[src/rtl/seg7_serial_capture.sv]
// seg7_serial_capture: oversampling receiver for the serial 7-segment link.
// Deserialises 64-bit frames, checks their length and decodes each segment byte to a hex digit.
module seg7_serial_capture #(
    parameter int SYNC_STAGES = 2
) (
    input  logic        clk,
    input  logic        rst,
    input  logic        seg_clk,
    input  logic        seg_sout,
    input  logic        SEG_PEN,
    input  logic        seg_clrn,
    output logic [31:0] hexs,
    output logic [7:0]  points,
    output logic [7:0]  digit_bad,
    output logic [63:0] raw,
    output logic        frame_valid,
    output logic        frame_err
);
    typedef enum logic [1:0] {IDLE, SHIFT, FULL, OVF} state_t;

    logic [SYNC_STAGES-1:0] clk_sync, sout_sync, pen_sync, clrn_sync;
    logic                   clk_prev, pen_prev;
    logic                   clk_rise, pen_rise, sout_s, clrn_s;

    state_t      state;
    logic [6:0]  bitcnt;
    logic [63:0] shreg, frame_q;
    logic        commit_q, err_q;

    logic [31:0] dec_hexs;
    logic [7:0]  dec_points, dec_bad;
    logic [4:0]  dec_digit;

    always_ff @(posedge clk) begin
        if (!rst) begin
            clk_sync  <= '0;
            sout_sync <= '0;
            pen_sync  <= '0;
            clrn_sync <= '0;
            clk_prev  <= 1'b0;
            pen_prev  <= 1'b0;
        end else begin
            clk_sync  <= {clk_sync[SYNC_STAGES-2:0], seg_clk};
            sout_sync <= {sout_sync[SYNC_STAGES-2:0], seg_sout};
            pen_sync  <= {pen_sync[SYNC_STAGES-2:0], SEG_PEN};
            clrn_sync <= {clrn_sync[SYNC_STAGES-2:0], seg_clrn};
            clk_prev  <= clk_sync[SYNC_STAGES-1];
            pen_prev  <= pen_sync[SYNC_STAGES-1];
        end
    end

    assign clk_rise = clk_sync[SYNC_STAGES-1] & ~clk_prev;
    assign pen_rise = pen_sync[SYNC_STAGES-1] & ~pen_prev;
    assign sout_s   = sout_sync[SYNC_STAGES-1];
    assign clrn_s   = clrn_sync[SYNC_STAGES-1];

    // Priority: link clear, then PEN, then a shift edge (a coincident edge is dropped).
    always_ff @(posedge clk) begin
        if (!rst) begin
            state    <= IDLE;
            bitcnt   <= '0;
            shreg    <= '0;
            frame_q  <= '0;
            commit_q <= 1'b0;
            err_q    <= 1'b0;
        end else begin
            commit_q <= 1'b0;
            err_q    <= 1'b0;
            if (!clrn_s) begin
                state  <= IDLE;
                bitcnt <= '0;
                shreg  <= '0;
            end else if (pen_rise) begin
                if (state == FULL) begin
                    commit_q <= 1'b1;
                    frame_q  <= shreg;
                end else begin
                    err_q <= 1'b1;
                end
                state  <= IDLE;
                bitcnt <= '0;
                shreg  <= '0;
            end else if (clk_rise) begin
                shreg <= {shreg[62:0], sout_s};
                case (state)
                    IDLE: begin
                        bitcnt <= 7'd1;
                        state  <= SHIFT;
                    end
                    SHIFT: begin
                        bitcnt <= bitcnt + 7'd1;
                        if (bitcnt == 7'd63) state <= FULL;
                    end
                    FULL: begin
                        bitcnt <= 7'd65;
                        state  <= OVF;
                    end
                    default: begin
                        bitcnt <= 7'd65;
                        state  <= OVF;
                    end
                endcase
            end
        end
    end

    function automatic logic [4:0] seg_decode(input logic [7:0] seg_byte);
        logic [6:0] lit;
        logic [4:0] res;
        lit = ~seg_byte[6:0];
        case (lit)
            7'h3F: res = 5'h00;
            7'h06: res = 5'h01;
            7'h5B: res = 5'h02;
            7'h4F: res = 5'h03;
            7'h66: res = 5'h04;
            7'h6D: res = 5'h05;
            7'h7D: res = 5'h06;
            7'h07: res = 5'h07;
            7'h7F: res = 5'h08;
            7'h6F: res = 5'h09;
            7'h77: res = 5'h0A;
            7'h7C: res = 5'h0B;
            7'h39: res = 5'h0C;
            7'h5E: res = 5'h0D;
            7'h79: res = 5'h0E;
            7'h71: res = 5'h0F;
            default: res = 5'h10;
        endcase
        return res;
    endfunction

    always_comb begin
        dec_hexs   = '0;
        dec_points = '0;
        dec_bad    = '0;
        dec_digit  = '0;
        for (int unsigned i = 0; i < 8; i++) begin
            dec_digit         = seg_decode(frame_q[8*i +: 8]);
            dec_hexs[4*i +: 4] = dec_digit[3:0];
            dec_bad[i]        = dec_digit[4];
            dec_points[i]     = ~frame_q[8*i+7];
        end
    end

    // Outputs trail the FSM decision by one cycle so decode works from a registered frame.
    always_ff @(posedge clk) begin
        if (!rst) begin
            hexs        <= '0;
            points      <= '0;
            digit_bad   <= '0;
            raw         <= '0;
            frame_valid <= 1'b0;
            frame_err   <= 1'b0;
        end else begin
            frame_valid <= commit_q;
            frame_err   <= err_q;
            if (commit_q) begin
                raw       <= frame_q;
                hexs      <= dec_hexs;
                points    <= dec_points;
                digit_bad <= dec_bad;
            end
        end
    end
endmodule

[config.mk]
export PLATFORM = sky130hd
export DESIGN_NAME = seg7_serial_capture
export DESIGN_NICKNAME = d
export VERILOG_FILES = /design/src/rtl/seg7_serial_capture.sv
export SDC_FILE = /design/constraint.sdc
export NUM_CORES = 1
export LEC_CHECK = 0
export BUFFER_PORTS_ARGS = -buffer_cell sky130_fd_sc_hd__buf_2
export CAP_MARGIN = 15
export CELL_PAD_IN_SITES_DETAIL_PLACEMENT = 1
export CELL_PAD_IN_SITES_GLOBAL_PLACEMENT = 1
export CORE_MARGIN = 5
export CORE_UTILIZATION = 39
export DETAILED_ROUTE_END_ITERATION = 8
export PLACE_DENSITY_LB_ADDON = 0.1
export SLEW_MARGIN = 20
export SYNTH_ARGS = -nofsm -noshare
export SYNTH_HDL_FRONTEND = slang
export SYNTH_SLANG_ARGS = --single-unit
[constraint.sdc]
create_clock -name clk -period 1.5 [get_ports clk]
set_input_delay 0.075 -clock clk [delete_from_list [all_inputs] [get_ports clk]]
set_output_delay 0.075 -clock clk [all_outputs]
set_load 0.02 [all_outputs]
==> results.sh, run 1 <==
export IMPL_wl_um=34760
export IMPL_critPathLaunchType="register"
export IMPL_postSynth_asyncResetShare=0
export IMPL_final_period_minus_worst_setup_slack_ps=1542
export IMPL_worstPathMaxFanout=8
export IMPL_r2r_setup_slack_ps=-40
export IMPL_crit_path_end_kind="register"
export IMPL_ys_types=64
export IMPL_p_per_area_nw_per_um2=987.5
export IMPL_placeableCoreArea_um2=28700
export IMPL_gp_congestion=0.8814
export IMPL_drcViolationCount=0
export IMPL_worst_hold_startpoint="rst"
export IMPL_pin_count=120
export IMPL_netlist_top_cells_area="sky130_fd_sc_hd__dfxtp_1, sky130_fd_sc_hd__nand2_1, sky130_fd_sc_hd__a21oi_1, sky130_fd_sc_hd__mux2i_1, sky130_fd_sc_hd__nor2_1"
export IMPL_failed_checks="setup timing"
export IMPL_grt_pass1_wl_um=56710
export IMPL_grt_util_all_layers=0.2012
export IMPL_synth_top_cell_area_share=0.4636
export IMPL_via_per_inst=5.332
export IMPL_power_leakage_nw=5.555
export IMPL_flow_area_growth_from_synthesis_pct=31.09
export IMPL_timing_setup_tns_ps=-41.52
export IMPL_syn_avg_cell_area_um2=8.003
export IMPL_min_path_cells=4
export IMPL_count_of_flip_flops_with_a_built_in_enable_after_synthesis=0
export IMPL_post_synth_instance_area_um2=11360
export IMPL_critPathBufInv=0
export IMPL_timing_reg2reg_worst_path_depth=4
export IMPL_std_cell_rows=62
export IMPL_timing_final_setup_violations=1
export IMPL_timing_clock_skew_ps=9.806
export IMPL_filler_cell_count=3460
export IMPL_number_of_drc_markers_after_the_initial_detailed_route_iteration=524
export IMPL_postSynthRegisterBits=263
export IMPL_setup_slack_ps=-41.52
export IMPL_type_of_the_worst_min_delay_path="input port to register"
export IMPL_worst_r2r_startpoint="frame_q[30]$_SDFFE_PN0P_"
export IMPL_grt_max_degree=54
export IMPL_die_width_um=180.6
export IMPL_data_required_time_at_the_worst_endpoint_ps=1940
export IMPL_setup_worst_path_class="register to register"
export IMPL_floorplan_initialDensity=0.3956
export IMPL_ant_diodes=0
export IMPL_most_common_cell_in_the_netlist="sky130_fd_sc_hd__nand2_1"
export IMPL_r2r_end="digit_bad[3]$_SDFFE_PN0P_"
export IMPL_yosys_most_used_dff="sky130_fd_sc_hd__dfxtp_1"
export IMPL_slew_viol_final=0
export IMPL_y_dimension_of_the_die_um=180.6
export IMPL_fmax_ghz=0.6487
export IMPL_dr_wl_cell_um=17.26
export IMPL_detailed_placer_s_ending_hpwl_um=23300
export IMPL_drv_cap=0
export IMPL_clk_pin_slew_ps=60
export IMPL_max_vdd_ir_drop_v=0.0008473
export IMPL_grt_pass1_vias=10820
export IMPL_route_antenna_remaining_nets=0
export IMPL_synth_nets=1426
export IMPL_hold_end="hexs[26]$_SDFFE_PN0P_"
export IMPL_gr_total_overflow=0
export IMPL_final_net_count=1617
export IMPL_clock_latency_ps=550
export IMPL_synthesis_yosys_warnings=0
export IMPL_path_delay_family="compound AO/OA/AOI/OAI gates"
export IMPL_outcome="complete, but fails checks"
export IMPL_h_tree_depth=1
export IMPL_power_total_mw=14.70
export IMPL_numCtsBuffers=30
export IMPL_final_hold_violation_count=0
export IMPL_crit_path_slowest_cell="sky130_fd_sc_hd__dfxtp_4"
export IMPL_antenna_found_initial=0
export IMPL_detailedRoute_firstPassIterationCount=4
export IMPL_post_route_cells_drive_above_1_share=0.2687
export IMPL_normalized_max_slew_margin=0.5937
export IMPL_timing_critical_path_slowest_cell_delay_ps=380
export IMPL_cp_cell_sequence="or3_4, a2111oi_4, a311oi_1, a32o_1"
export IMPL_numPortBuffers=119
export IMPL_worstPathArrival_ps=1980
export IMPL_period_share=1.028
export IMPL_tritoncts_clock_tree="built"
export IMPL_grt_setup_unrepaired="true"
export IMPL_via_count=10740
export IMPL_die_area_um2=32630
export IMPL_clk_root_buffer_cell="sky130_fd_sc_hd__clkbuf_16"
export IMPL_clockBufferDepth=3
export IMPL_tightest_slew_ps=608.0
export IMPL_synthCells=1419
export IMPL_cell_taking_the_most_area_after_synthesis="sky130_fd_sc_hd__dfxtp_1"
export IMPL_ys_top_cells_by_count="sky130_fd_sc_hd__nand2_1, sky130_fd_sc_hd__dfxtp_1, sky130_fd_sc_hd__a21oi_1, sky130_fd_sc_hd__nor2_1, sky130_fd_sc_hd__clkbuf_1"
export IMPL_cts_num_sinks=263
export IMPL_ys_seq_area_frac=0.4636
## worst register-to-register path, cell delays in order (launching register included)
cell	delay [ps]
sky130_fd_sc_hd__dfxtp_4	380
sky130_fd_sc_hd__or3_4	370
sky130_fd_sc_hd__a2111oi_4	320
sky130_fd_sc_hd__a311oi_1	100
sky130_fd_sc_hd__a32o_1	270
## cell usage in the layout, fill, tap and decap left out, drive strengths merged, types with 13 or more instances in the layout
| cell type | n |
|---|---|
| a31oi | 26 |
| clkbuf | 45 |
| nand2 | 293 |
| nor2b | 20 |
| nor3b | 15 |
| inv | 13 |
| nor3 | 28 |
| nor2 | 121 |
| o21ai | 62 |
| buf | 281 |
| dfxtp | 263 |
| mux2i | 65 |
| nand3 | 14 |
| a21oi | 177 |
## through the flow
stage | worst slack (ps) | utilization | area (µm²) | std cells | hold slack [ps]
4_1_cts | 0.6346 | 0.5040 | 14470 | 2009 | 9.523
6_report | -41.52 | 0.5187 | 14890 | 2014 | 33.96
3_5_place_dp | -133.3 | 0.4627 | 13280 | 1952 | 286.2
3_3_place_gp | -96.57 | 0.4627 | 13280 | 1952 | 282.2
5_1_grt | -87.56 | 0.5187 | 14890 | 2014 | 32.21
2_1_floorplan | -32.22 | - | 11380 | 1419 | 202.3
## kinds of logic (layout without fill, tap and decap cells)
group	after synthesis	in the layout	synth area share
simple gates	595	595	0.2436
flops	263	263	0.4636
xor+xnor	13	13	0.01003
mux	65	65	0.05729
buf+inv	143	354	0.04936
compound gates	339	339	0.1750
fa+ha+maj	1	1	0.001102
## where the power goes
| part | total [mW] | leakage (nW) | internal (mW) | switching (mW) |
|---|---|---|---|---|
| clock network | 7.48 | 0.496 | 4.63 | 2.85 |
| logic | 0.237 | 2.92 | 0.0607 | 0.176 |
| registers | 6.99 | 2.14 | 6.98 | 0.00581 |
## flip-flops by register name, indices dropped and copies added (netlist names), 7 cells and up
name       flops
bitcnt         7
digit_bad      8
frame_q       64
hexs          32
points         8
raw           64
shreg         64
## metal layers
| layer | share of wire | routed length, µm | track usage |
|---|---|---|---|
| met5 | 0 | 0 | 0 |
| met4 | 0.017 | 606 | 0.03781 |
| met3 | 0.032 | 1119 | 0.02907 |
| met2 | 0.48 | 16740 | 0.3425 |
| met1 | 0.47 | 16300 | 0.2744 |
## repair_timing
action | in CTS | in global routing
buffers inserted | 1 | 4
hold buffers | 4 | 0
gates resized for setup | 34 | 98
endpoints found under the setup margin | 25 | 55
gates cloned | 0 | 1
pin swaps | 5 | 22
endpoints found under the hold margin | 4 | 0
## final cells by class
cell class              instances  area (µm²)  area share
well taps                     384       480.5     0.03227
multi-input cells            1013        5954      0.4000
clock buffers                  43       860.8     0.05782
inverters                      15       62.56    0.004202
flip-flops and latches        263        5335      0.3584
repair buffers                287        2048      0.1376
clock inverters                 9       145.1    0.009750
## worst max-delay path by stage
stage,slack (ps),endpoint,cells past startpoint,startpoint
floorplan,-30,hexs[13]$_SDFFE_PN0P_,6,frame_q[28]$_SDFFE_PN0P_
global placement,-100,digit_bad[3]$_SDFFE_PN0P_,4,frame_q[30]$_SDFFE_PN0P_
detailed placement,-130,hexs[30]$_SDFFE_PN0P_,6,frame_q[59]$_SDFFE_PN0P_
CTS,0.6,digit_bad[6]$_SDFFE_PN0P_,5,frame_q[52]$_SDFFE_PN0P_
global route,-90,digit_bad[6]$_SDFFE_PN0P_,6,frame_q[48]$_SDFFE_PN0P_
finish,-40,digit_bad[3]$_SDFFE_PN0P_,4,frame_q[30]$_SDFFE_PN0P_
Note: power is estimated with default switching activity, not from simulation.
==> run 2: changes to the inputs <==
--- a/config.mk
+++ b/config.mk
@@ -13,6 +13,7 @@
 export CORE_UTILIZATION = 39
 export DETAILED_ROUTE_END_ITERATION = 8
 export PLACE_DENSITY_LB_ADDON = 0.1
+export RECOVER_POWER = 50
 export SLEW_MARGIN = 20
 export SYNTH_ARGS = -nofsm -noshare
 export SYNTH_HDL_FRONTEND = slang
==> results.sh, run 2 (synthesis gave the netlist of run 1 again) <==
export IMPL_y_dimension_of_the_die_um=180.6
export IMPL_via_per_inst=5.298
export IMPL_filler_cell_count=3484
export IMPL_p_per_area_nw_per_um2=999.2
export IMPL_finalNonFillerCells=2014
export IMPL_grt_util_all_layers=0.2012
export IMPL_wl_um=34800
export IMPL_final_net_count=1617
export IMPL_critPathLaunchType="register"
export IMPL_crit_path_end_kind="register"
export IMPL_timing_setup_tns_ps=-38.52
export IMPL_drcViolationCount=0
export IMPL_multiInputGateArea_um2=5954
export IMPL_fmax_ghz=0.6500
export IMPL_detailed_place_area_um2=13280
export IMPL_grt_setup_unrepaired="true"
export IMPL_floorplan_initialDensity=0.3956
export IMPL_gp_congestion=0.8814
export IMPL_via_count=10670
export IMPL_layout_cell_area_non_filler_um2=14710
export IMPL_die_width_um=180.6
export IMPL_reg_largest_list="frame_q: 64 flops, raw: 64 flops, shreg: 64 flops"
export IMPL_placeableCoreArea_um2=28700
export IMPL_power_leakage_nw=5.031
export IMPL_std_cell_rows=62
export IMPL_data_required_time_at_the_worst_endpoint_ps=1940
export IMPL_die_area_um2=32630
export IMPL_post_route_core_utilization=0.5126
export IMPL_power_total_mw=14.70
export IMPL_final_period_minus_worst_setup_slack_ps=1539
export IMPL_clk_root_buffer_cell="sky130_fd_sc_hd__clkbuf_16"
export IMPL_period_share=1.026
export IMPL_route_antenna_remaining_nets=0
export IMPL_detailedRoute_firstPassIterationCount=4
export IMPL_type_of_the_worst_min_delay_path="input port to register"
export IMPL_failed_checks="setup timing"
export IMPL_number_of_drc_markers_after_the_initial_detailed_route_iteration=523
export IMPL_normalized_max_slew_margin=0.3477
export IMPL_grt_pass1_vias=10820
export IMPL_timing_final_setup_violations=1
export IMPL_h_tree_depth=1
export IMPL_grt_max_degree=54
export IMPL_antenna_found_initial=0
export IMPL_fin_hold_ws_ps=78.66
export IMPL_numPortBuffers=119
export IMPL_layout_cells_most_common_list="sky130_fd_sc_hd__nand2_1, sky130_fd_sc_hd__dfxtp_1, sky130_fd_sc_hd__a21oi_1, sky130_fd_sc_hd__buf_4, sky130_fd_sc_hd__clkbuf_1"
export IMPL_min_path_cells=4
export IMPL_tightest_slew_ps=978.5
export IMPL_outcome="complete, but fails checks"
export IMPL_regArea_um2=5335
export IMPL_max_vdd_ir_drop_v=0.0008473
export IMPL_flow_area_growth_from_synthesis_pct=29.57
export IMPL_detailed_placer_s_ending_hpwl_um=23300
export IMPL_cts_num_sinks=263
export IMPL_post_route_cells_drive_above_1_share=0.1969
export IMPL_clockBufferDepth=3
export IMPL_numPlacedInstances=1952
export IMPL_setup_slack_ps=-38.52
export IMPL_worstPathArrival_ps=1980
export IMPL_grt_pass1_wl_um=56710
export IMPL_dr_wl_cell_um=17.28
export IMPL_gr_total_overflow=0
export IMPL_tritoncts_clock_tree="built"
export IMPL_clock_latency_ps=550
export IMPL_timing_reg2reg_worst_path_depth=4
export IMPL_numCtsBuffers=30
export IMPL_final_hold_violation_count=0
export IMPL_worstPathMaxFanout=8
export IMPL_mostFrequentLayoutCell="sky130_fd_sc_hd__nand2_1"
export IMPL_drv_cap=0
export IMPL_ant_diodes=0
export IMPL_setup_worst_path_class="register to register"
export IMPL_pin_count=120
export IMPL_timing_clock_skew_ps=9.484
export IMPL_clk_pin_slew_ps=60
export IMPL_dpl_worst_slack_ps=-133.3
export IMPL_slew_viol_final=0
run 2: area by class of cell:
class                   count  share of cell area
clock buffers              43             0.05850
clock inverters             9            0.009864
inverters                  15            0.004252
multi-input cells        1013              0.4047
flip-flops and latches    263              0.3626
well taps                 384             0.03265
repair buffers            287              0.1275
run 2: worst max-delay path: stages (launching register included):
cell and delay, ps:
sky130_fd_sc_hd__dfxtp_4 380, sky130_fd_sc_hd__or3_4 360, sky130_fd_sc_hd__a2111oi_4 320, sky130_fd_sc_hd__a311oi_1 100
sky130_fd_sc_hd__a32o_1 270
run 2: path summary, 6_finish.rpt:
path	slack (ps)	end	start
setup / recovery	-40	digit_bad[3]$_SDFFE_PN0P_	frame_q[30]$_SDFFE_PN0P_
hold / removal	80	hexs[26]$_SDFFE_PN0P_	rst
setup reg to reg	-40	digit_bad[3]$_SDFFE_PN0P_	frame_q[30]$_SDFFE_PN0P_
hold reg to reg	430	frame_err$_SDFF_PN0_	err_q$_SDFF_PN0_
run 2: power breakdown:
part / internal, mW / switching, mW
Clock: 4.63 / 2.86
Combinational: 0.0568 / 0.175
Sequential: 6.98 / 0.00575
run 2: per-layer routing:
layer  up-vias  share of wire  wire length (µm)  global-route usage
met5         -              0                 0                   0
met4         0          0.017               601             0.03781
met3        38          0.036              1257             0.02907
met2       130           0.48             16620              0.3425
met1      5198           0.47             16320              0.2744
li1       5304              -                 -                   -
run 2: timing repair:
action                                 in CTS  in global routing
gates resized for setup                    34                 98
pin swaps                                   5                 22
setup endpoints to repair                  25                 55
cloned                                      0                  1
hold buffers                                4                  0
buffers inserted                            1                  4
endpoints found under the hold margin       4                  0
==> run 3: changes to the inputs <==
--- a/config.mk
+++ b/config.mk
@@ -7,10 +7,10 @@
 export LEC_CHECK = 0
 export BUFFER_PORTS_ARGS = -buffer_cell sky130_fd_sc_hd__buf_2
 export CAP_MARGIN = 15
-export CELL_PAD_IN_SITES_DETAIL_PLACEMENT = 1
-export CELL_PAD_IN_SITES_GLOBAL_PLACEMENT = 1
+export CELL_PAD_IN_SITES_DETAIL_PLACEMENT = 2
+export CELL_PAD_IN_SITES_GLOBAL_PLACEMENT = 2
 export CORE_MARGIN = 5
-export CORE_UTILIZATION = 39
+export CORE_UTILIZATION = 31
 export DETAILED_ROUTE_END_ITERATION = 8
 export PLACE_DENSITY_LB_ADDON = 0.1
 export RECOVER_POWER = 50
==> results.sh, run 3 (synthesis gave the netlist of run 1 again) <==
export IMPL_type_of_the_worst_min_delay_path="input port to register"
export IMPL_outcome="complete, but fails checks"
export IMPL_numPortBuffers=119
export IMPL_clk_pin_slew_ps=60
export IMPL_final_hold_violation_count=0
export IMPL_h_tree_depth=1
export IMPL_std_cell_rows=70
export IMPL_worst_hold_startpoint="seg_clk"
export IMPL_power_switching_mw=3.154
export IMPL_power_frac_comb=0.019
export IMPL_detailedRoute_firstPassIterationCount=4
export IMPL_grt_util_all_layers=0.1877
export IMPL_y_dimension_of_the_die_um=201.4
export IMPL_clk_root_buffer_cell="sky130_fd_sc_hd__clkbuf_16"
export IMPL_route_antenna_remaining_nets=0
export IMPL_r2r_setup_slack_ps=-50
export IMPL_timing_clock_skew_ps=8.363
export IMPL_reg_largest_list="frame_q: 64 flops, raw: 64 flops, shreg: 64 flops"
export IMPL_gp_congestion=0.8412
export IMPL_drv_cap=0
export IMPL_die_area_um2=40560
export IMPL_die_width_um=201.4
export IMPL_pin_count=120
export IMPL_number_of_drc_markers_after_the_initial_detailed_route_iteration=305
export IMPL_power_total_mw=14.41
export IMPL_setup_worst_path_class="register to register"
export IMPL_final_net_count=1641
export IMPL_crit_path_end_kind="register"
export IMPL_drcViolationCount=0
export IMPL_failed_checks="setup timing"
export IMPL_worstSetupStartpoint="frame_q[51]$_SDFFE_PN0P_"
export IMPL_period_share=1.035
export IMPL_power_leakage_nw=5.142
export IMPL_final_period_minus_worst_setup_slack_ps=1553
export IMPL_multiInputGateArea_um2=5995
export IMPL_placeableCoreArea_um2=36350
export IMPL_regArea_um2=5346
export IMPL_antenna_found_initial=0
export IMPL_grt_max_degree=54
export IMPL_normalized_max_slew_margin=0.6589
export IMPL_dpl_worst_slack_ps=-231.8
export IMPL_timing_setup_tns_ps=-99.90
export IMPL_gr_total_overflow=0
export IMPL_grt_pass1_wl_um=64270
export IMPL_timing_reg2reg_worst_path_depth=5
export IMPL_clock_latency_ps=560
export IMPL_floorplan_initialDensity=0.3124
export IMPL_grt_pass1_vias=11890
export IMPL_worst_r2r_startpoint="frame_q[51]$_SDFFE_PN0P_"
export IMPL_worstPathArrival_ps=2010
export IMPL_post_route_cells_drive_above_1_share=0.2163
export IMPL_fmax_ghz=0.6439
export IMPL_filler_cell_count=4116
export IMPL_mostFrequentLayoutCell="sky130_fd_sc_hd__nand2_1"
export IMPL_fin_hold_ws_ps=256.3
export IMPL_wl_um=39970
export IMPL_critPathLaunchType="register"
export IMPL_power_share_switching=0.2188
export IMPL_tritoncts_clock_tree="built"
export IMPL_detailed_placer_s_ending_hpwl_um=27200
export IMPL_via_per_inst=5.140
export IMPL_layout_cells_most_common_list="sky130_fd_sc_hd__nand2_1, sky130_fd_sc_hd__dfxtp_1, sky130_fd_sc_hd__a21oi_1, sky130_fd_sc_hd__buf_4, sky130_fd_sc_hd__clkbuf_1"
export IMPL_dr_wl_cell_um=18.82
export IMPL_worst_setup_path_endpoint="digit_bad[6]$_SDFFE_PN0P_"
export IMPL_pwr_share_seq=0.485
export IMPL_tightest_slew_ps=506.3
export IMPL_cts_num_sinks=263
export IMPL_max_vdd_ir_drop_v=0.0008189
export IMPL_numCtsBuffers=31
export IMPL_worstPathMaxFanout=7
export IMPL_timing_final_setup_violations=4
export IMPL_p_per_area_nw_per_um2=957.6
export IMPL_pwr_share_clk=0.497
export IMPL_via_count=10920
export IMPL_clockBufferDepth=3
export IMPL_flow_area_growth_from_synthesis_pct=32.56
export IMPL_grt_setup_unrepaired="true"
export IMPL_data_required_time_at_the_worst_endpoint_ps=1950
export IMPL_setup_slack_ps=-53.04
export IMPL_power_internal_mw=11.26
export IMPL_r2r_end="digit_bad[6]$_SDFFE_PN0P_"
export IMPL_slew_viol_final=0
-- run 3: changes by cell type in the layout (fill, tap and decap cells not counted), moves of 3 or more --
cell                        change
sky130_fd_sc_hd__buf_4         +14
sky130_fd_sc_hd__buf_12         +6
sky130_fd_sc_hd__dfxtp_1        -5
sky130_fd_sc_hd__a21oi_1        -3
sky130_fd_sc_hd__a21oi_2        +3
sky130_fd_sc_hd__buf_2          +3
sky130_fd_sc_hd__bufinv_16      -3
sky130_fd_sc_hd__dfxtp_2        +3
-- run 3: worst min-delay path by stage --
stage | endpoint | slack [ps] | depth (start not counted)
global route | clk_sync[0]$_SDFF_PN0_ | 260 | 3
finish | clk_sync[0]$_SDFF_PN0_ | 260 | 3
CTS | clk_sync[0]$_SDFF_PN0_ | 230 | 3
detailed placement | clk_sync[0]$_SDFF_PN0_ | 290 | 2
global placement | sout_sync[0]$_SDFF_PN0_ | 280 | 2
floorplan | clk_sync[0]$_SDFF_PN0_ | 200 | 1
-- run 3: power by group through the flow --
| stage | registers (mW) | logic, mW | clock network [mW] |
|---|---|---|---|
| finish | 6.98 | 0.273 | 7.16 |
| global route | 6.98 | 0.298 | 7.68 |
| CTS | 6.99 | 0.291 | 7.41 |
| detailed placement | 7.16 | 0.278 | 0 |
| global placement | 7.15 | 0.276 | 0 |
| floorplan | 7.15 | 0.128 | 0 |
-- run 3: what timing repair did --
action | CTS | global route
endpoints found under the setup margin | 25 | 102
gates resized for setup | 66 | 87
hold buffers | 6 | 0
cloned | 0 | 0
buffers inserted | 5 | 11
hold endpoints to repair | 5 | 0
pin swaps | 16 | 27
-- run 3: metrics by stage --
| stage | utilization | cells | instance area [µm²] |
|---|---|---|---|
| 3_3_place_gp | 0.3733 | 2047 | 13570 |
| 3_5_place_dp | 0.3733 | 2047 | 13570 |
| 2_1_floorplan | - | 1419 | 11380 |
| 6_report | 0.4141 | 2124 | 15050 |
| 5_1_grt | 0.4141 | 2123 | 15050 |
| 4_1_cts | 0.4091 | 2112 | 14870 |
-- run 3: cell type report --
| type | instances | area share |
|---|---|---|
| inverters | 15 | 0.003907 |
| repair buffers | 310 | 0.1406 |
| clock buffers | 48 | 0.05910 |
| well taps | 468 | 0.03890 |
| flip-flops and latches | 263 | 0.3552 |
| clock inverters | 6 | 0.003990 |
| multi-input cells | 1013 | 0.3982 |
| diodes | 1 | 0.0001662 |
-- run 3: worst max-delay path: stages, from the launching register on --
cell and delay [ps]:
sky130_fd_sc_hd__dfxtp_4 370, sky130_fd_sc_hd__or4_4 530, sky130_fd_sc_hd__o21ai_1 80, sky130_fd_sc_hd__and3_1 180, sky130_fd_sc_hd__a21oi_2 50, sky130_fd_sc_hd__a32o_1 240
-- run 3: metal layers --
metal	up-vias	GRT usage	routed length [µm]
met5	-	0	0
met4	0	0.03613	691
met3	45	0.02853	1091
met2	114	0.3381	19850
met1	5406	0.2397	18330
li1	5353	-	-
